[config.mk]
export PLATFORM = sky130hd
export DESIGN_NAME = invert
export DESIGN_NICKNAME = d
export VERILOG_FILES = /design/src/rtl/invert_pkg.sv /design/src/rtl/invert_bit_ctr.sv /design/src/rtl/invert.sv
export SDC_FILE = /design/constraint.sdc
export NUM_CORES = 1
export LEC_CHECK = 0
export ABC_AREA = 1
export CAP_MARGIN = 10
export CORE_AREA = 2 2 39 41
export DETAILED_ROUTE_END_ITERATION = 10
export DIE_AREA = 0 0 41 43
export PLACE_DENSITY = 0.41
export SYNTH_ARGS = -nofsm -noshare
export SYNTH_HDL_FRONTEND = slang
export SYNTH_HIERARCHICAL = 1
export SYNTH_SLANG_ARGS = --single-unit
export TNS_END_PERCENT = 1
[constraint.sdc]
create_clock -name t_clk -period 1.15 [get_ports t_clk]
set_input_delay 0.23 -clock t_clk [delete_from_list [all_inputs] [get_ports t_clk]]
set_output_delay 0.23 -clock t_clk [all_outputs]
set_load 0.005 [all_outputs]
[src/rtl/invert_pkg.sv]
// Shared definitions for the bit-serial two's-complement unit.
// Holds the FSM state type, the default word length and the counter width helper.
package invert_pkg;

    typedef enum logic {
        PASS   = 1'b0,
        INVERT = 1'b1
    } inv_state_t;

    localparam int WORD_W_DEFAULT = 8;

    // A one-bit word still needs a one-bit counter, even though it never leaves 0.
    function automatic int ctr_width(input int word_w);
        return (word_w <= 1) ? 1 : $clog2(word_w);
    endfunction

endpackage

[src/rtl/invert_bit_ctr.sv]
// Modulo-WORD_W bit counter that frames the serial words.
// last_o flags the final bit of the current word.
module invert_bit_ctr
    import invert_pkg::*;
#(
    parameter int WORD_W = WORD_W_DEFAULT
) (
    input  logic clk_i,
    input  logic rst_ni,
    output logic last_o
);

    localparam int CW = ctr_width(WORD_W);

    logic [CW-1:0] cnt_q;
    logic [CW-1:0] cnt_d;

    assign last_o = (cnt_q == CW'(WORD_W - 1));

    always_comb begin
        cnt_d = cnt_q + CW'(1);
        if (last_o) begin
            cnt_d = '0;
        end
    end

    always_ff @(posedge clk_i or negedge rst_ni) begin
        if (!rst_ni) begin
            cnt_q <= '0;
        end else begin
            cnt_q <= cnt_d;
        end
    end

endmodule

[src/rtl/invert.sv]
// Bit-serial two's complement, LSB first: copy bits up to and including the
// first 1, invert every later bit, and re-arm at each word boundary.
module invert
    import invert_pkg::*;
#(
    parameter int WORD_W = WORD_W_DEFAULT
) (
    input  logic t_clk,
    input  logic r,
    input  logic i,
    output logic y
);

    inv_state_t state_q;
    inv_state_t state_d;
    logic       y_q;
    logic       y_d;
    logic       last;

    invert_bit_ctr #(
        .WORD_W (WORD_W)
    ) u_bit_ctr (
        .clk_i  (t_clk),
        .rst_ni (r),
        .last_o (last)
    );

    // The current bit always uses the pre-edge state; the word boundary only
    // affects what the next word starts from.
    always_comb begin
        state_d = state_q;
        y_d     = i ^ (state_q == INVERT);
        if (last) begin
            state_d = PASS;
        end else if ((state_q == PASS) && i) begin
            state_d = INVERT;
        end
    end

    always_ff @(posedge t_clk or negedge r) begin
        if (!r) begin
            state_q <= PASS;
            y_q     <= 1'b0;
        end else begin
            state_q <= state_d;
            y_q     <= y_d;
        end
    end

    assign y = y_q;

endmodule

**After elaboration in Yosys (flattened, before gate mapping)**

Index checks and enable logic that the tools add are counted.
W data, S select, Z words.

- Register bits after elaboration: 5
- RAM bits: 0
- Latch bits: 0
- Logic and storage cells: 12
- Memories: 0
- Output and inout port bits: 1
- Memory bits (read-only): 0
- Bits of input ports: 3

- $add $sub $neg: 1
- Multiplexer cells: 3
- Shift operators: 0
- Divide/modulo/power cells: 0
- Multipliers: 0
- Reduce and logical (&&, ||, !) cells: 2
- Bitwise gates (word level): 2
- Equality and inequality tests: 1
- Order comparisons: 0

Operators by type and width:

| cell | number |
|---|---|
| $add A3 B1 Y3 const B | 1 |
| $eq A3 B3 Y1 const B | 1 |
| $mux W3 | 1 |
| $mux W1 | 2 |
| $reduce_bool A2 Y1 | 1 |
| $logic_and A1 B1 Y1 | 1 |
| $not A1 Y1 | 1 |
| $xor A1 B1 Y1 | 1 |

**Logic depth before layout (Yosys ltp)**

- Depth in word-level cells: 4
- Mapped depth: 4

**Modules after synthesis**

Netlist, hierarchy kept.

By module, submodules not included:

| module | seq. area each (um^2) | area an instance (um^2) | cells each | times used |
|---|---|---|---|---|
| invert_bit_ctr | 75.1 | 103.8 | 6 | 1 |
| invert | 50.0 | 77.6 | 7 | 1 |

**Least setup slack after synthesis**

Ideal clock, no wire load.

- Kind: reg-to-reg
- Start: register u_bit_ctr.cnt_q[0]
- End: register u_bit_ctr.cnt_q[2]
- Period minus slack after synthesis: 924 ps
- Stages on the path, launching flop included: 3
- Setup slack: 226 ps
- Arrival time: 798 ps
- Path buffers: 0
- Library setup time: 126 ps
- Cells stage by stage: dfrtp_1 > ha_1 > ha_1

- Cells in the longest elaborated chain, start to end: 2

RTL lines:

| item | line | source |
|---|---|---|
| start: declaration | invert_bit_ctr.sv:15 | `logic [CW-1:0] cnt_q;` |
| start signal: assignment | invert_bit_ctr.sv:31 | `cnt_q <= cnt_d;` |
| $add A3 B1 Y3 or $eq A3 B3 Y1 (tied branches) | invert_bit_ctr.sv:21, invert_bit_ctr.sv:18 |  |
| $mux W3 * | invert_bit_ctr.sv:22 | `if (last_o) begin` |
| net u_bit_ctr.cnt_d[2] | invert_bit_ctr.sv:16 | `logic [CW-1:0] cnt_d;` |

The timed path passes the listed nets; every way through them passes the cells marked *.
A chain may end at the register's enable or synchronous reset.

**Worst setup path after layout**

- Start: register y_q (netlist: y)
- End: output port y

RTL lines:

| item | line | source |
|---|---|---|
| start: declaration | invert.sv:16 | `logic y_q;` |
| start signal: assignment | invert.sv:46 | `y_q <= y_d;` |
| end: declaration | invert.sv:11 | `output logic y` |

No word-level cell between the ends.

==> results.py <==
metrics = {
    "status": {
        "run_status": "finished, final reports clean",
    },
    "sta": {
        "setup_viol": 0,
        "drv_slew": 0,
        "final_hold_viol_count": 0,
        "min_period_over_period_pct": 93.16,
        "grt_setup_unrepaired": "false",
        "fin_skew_ns": 0.003164,
        "relSlewSlack_pct": 84.88,
        "timing.fmax_ghz": 0.9334,
        "setup-tns-final_ns": 0,
        "tightest_slew_ns": 0.2261,
        "period_needed_ns": 1.071,
    },
    "floorplanning": {
        "die_y_um": 43,
        "die_w_um": 41,
        "io_pins": 4,
        "start_util_pct": 13.11,
        "rows": 14,
        "die-area_um2": 1763,
        "core_area_um2": 1384,
    },
    "power": {
        "power.density_nw_per_um2": 1549,
        "finalPower_uw": 397.3,
        "clkPwrFrac_pct": 49.5,
        "leakage_uw": 0.0001338,
        "p_seq_share_pct": 45.7,
        "p_sw_uw": 75.28,
        "comb_power_share_pct": 4.8,
        "swShare_pct": 18.95,
        "max-vdd-ir-drop_uv": 655.3,
        "p_int_uw": 322.1,
    },
    "detailed_routing": {
        "wl_um": 274,
        "num_vias": 112,
        "wl_per_cell_um": 7.611,
        "drc_errors": 0,
        "detail_route.iter0.violations": 0,
        "antenna_left": 0,
        "vias_per_cell": 3.111,
        "first_pass_iters": 1,
    },
    "cells_and_area": {
        "mostFrequentLayoutCells": "dfrtp_1 (5), nor2_1 (3), ha_1 (3), clkbuf_4 (3)",
        "antennaDiodeCount": 0,
        "final.fill_count": 142,
        "drive_gt1_share_pct": 15.00,
        "layout.nets": 27,
        "final_cell_count_no_fill": 36,
        "final_common_cell": "dfrtp_1",
        "area_growth_pct": 41.38,
    },
    "clocking": {
        "ctsLongestPathBuffers": 2,
        "cts_hold_buffers": 0,
        "insertion_delay_ns": 0.24,
        "cts_tree": "done",
        "numCtsBuffers": 3,
        "path_clk_slew_ns": 0.04,
        "clockRootBuffer": "clkbuf_4",
        "cts_max_level": 1,
        "post_cts_buffers": 0,
        "clock-sinks": 5,
    },
    "setup_path": {
        "critPathRequiredTime_ns": 0.92,
        "end_kind": "primary output",
        "worstPathCellList": "dlygate4sd2_1",
        "critPathArrivalTime_ns": 0.84,
        "start_kind": "register",
        "path_max_fanout": 1,
        "path_buf_inv": 1,
        "slowest_delay_ns": 0.35,
        "crit_type": "register to primary output",
        "crit_family": "flip-flops",
        "crit_slowest_cell": "dfrtp_1",
    },
    "synth": {
        "synth.ff_latch_count": 5,
        "synthCells": 13,
        "syn_area_um2": 181.4,
        "yosys_warnings": 6,
        "seq_area_frac_synth_pct": 68.97,
        "avgSynthCellArea_um2": 13.96,
        "synthesis.nets": 19,
        "ys_types": 4,
    },
    "global_route": {
        "antenna_found_initial": 0,
        "grt_pass1_wl_um": 469,
        "grt_pass1_vias": 127,
        "grt_overflow": 0,
        "grt_use_total_pct": 5.045,
        "grt_start_max_net_pins": 6,
    },
    "placement": {
        "port_buffers": 3,
        "gp_congestion": 0.5758,
        "placed_cells_incl_taps": 32,
        "dp_hpwl_um": 221.2,
    },
    "worst_hold_path": {
        "hp-class": "primary input to async pin",
    },
    "job": {
        "drv_cap": 0,
    },
}
metal layers:
metal	vias to the layer above	global-route usage [%]	routed length, µm
met2	6	5.938	121
met5	-	0	0
met3	2	7.853	49
met4	0	4.000	6
li1	54	-	-
met1	50	3.268	96
area by class of cell:
| type | count | area (µm²) | area share, % |
|---|---|---|---|
| inverter | 2 | 7.507 | 2.927 |
| clock buffer | 4 | 26.28 | 10.24 |
| tap | 16 | 20.02 | 7.805 |
| sequential | 5 | 125.1 | 48.78 |
| timing repair buffer | 3 | 28.78 | 11.22 |
| multi-input combinational | 6 | 48.80 | 19.02 |
Yosys cell counts:
cell	n	area, µm²
dfrtp_1	5	125.1
ha_1	3	37.54
nor2_1	3	11.26
inv_1	2	7.510
sequential cells by signal, summed over array words and instances (netlist names):
name / count
state_q: 1
u_bit_ctr/cnt_q: 3
y: 1
stage by stage:
step | worst slack, ns | area [µm²] | utilization (%) | hold slack [ns]
final | 0.07868 | 256.5 | 18.54 | 0.2118
after global routing | 0.05428 | 256.5 | 18.54 | 0.2240
after CTS | 0.06909 | 256.5 | 18.54 | 0.2130
after detailed placement | 0.06501 | 231.5 | 16.73 | 0.4269
after global placement | 0.07173 | 231.5 | 16.73 | 0.4136
after floorplan | 0.2259 | 181.4 | - | -0.06559
power groups by stage:
stage	logic, µW	clock network [µW]	registers [µW]
2_1_floorplan	5.49	0	184
3_3_place_gp	19.6	0	184
3_5_place_dp	20.7	0	184
4_1_cts	19.6	207	182
5_1_grt	22.7	222	182
6_report	18.9	197	182
cell families after synthesis:
family / count (synthesis) / share of synthesized area (%)
fa+ha+maj: 3 / 20.69
flops: 5 / 68.97
simple gates: 3 / 6.206
buf+inv: 2 / 4.139
what timing repair did:
item,4_1_cts,5_1_grt
resized for setup,1,0
hold endpoints to repair,0,0
setup endpoints to repair,1,0
worst paths after layout:
| check | cells after the start | end | startpoint | slack [ns] |
|---|---|---|---|---|
| min | 1 | y$_DFF_PN0_ | r | 0.21 |
| max reg2reg | 2 | u_bit_ctr/cnt_q[2]$_DFF_PN0_ | u_bit_ctr/cnt_q[0]$_DFF_PN0_ | 0.19 |
| min in group t_clk | 1 | u_bit_ctr/cnt_q[0]$_DFF_PN0_ | u_bit_ctr/cnt_q[0]$_DFF_PN0_ | 0.43 |
| min reg2reg | 1 | u_bit_ctr/cnt_q[0]$_DFF_PN0_ | u_bit_ctr/cnt_q[0]$_DFF_PN0_ | 0.43 |
| max | 1 | y | y$_DFF_PN0_ | 0.08 |
| max in group asynchronous | 1 | u_bit_ctr/cnt_q[2]$_DFF_PN0_ | r | 0.75 |
No activity file was read; power rests on OpenSTA's default activity.
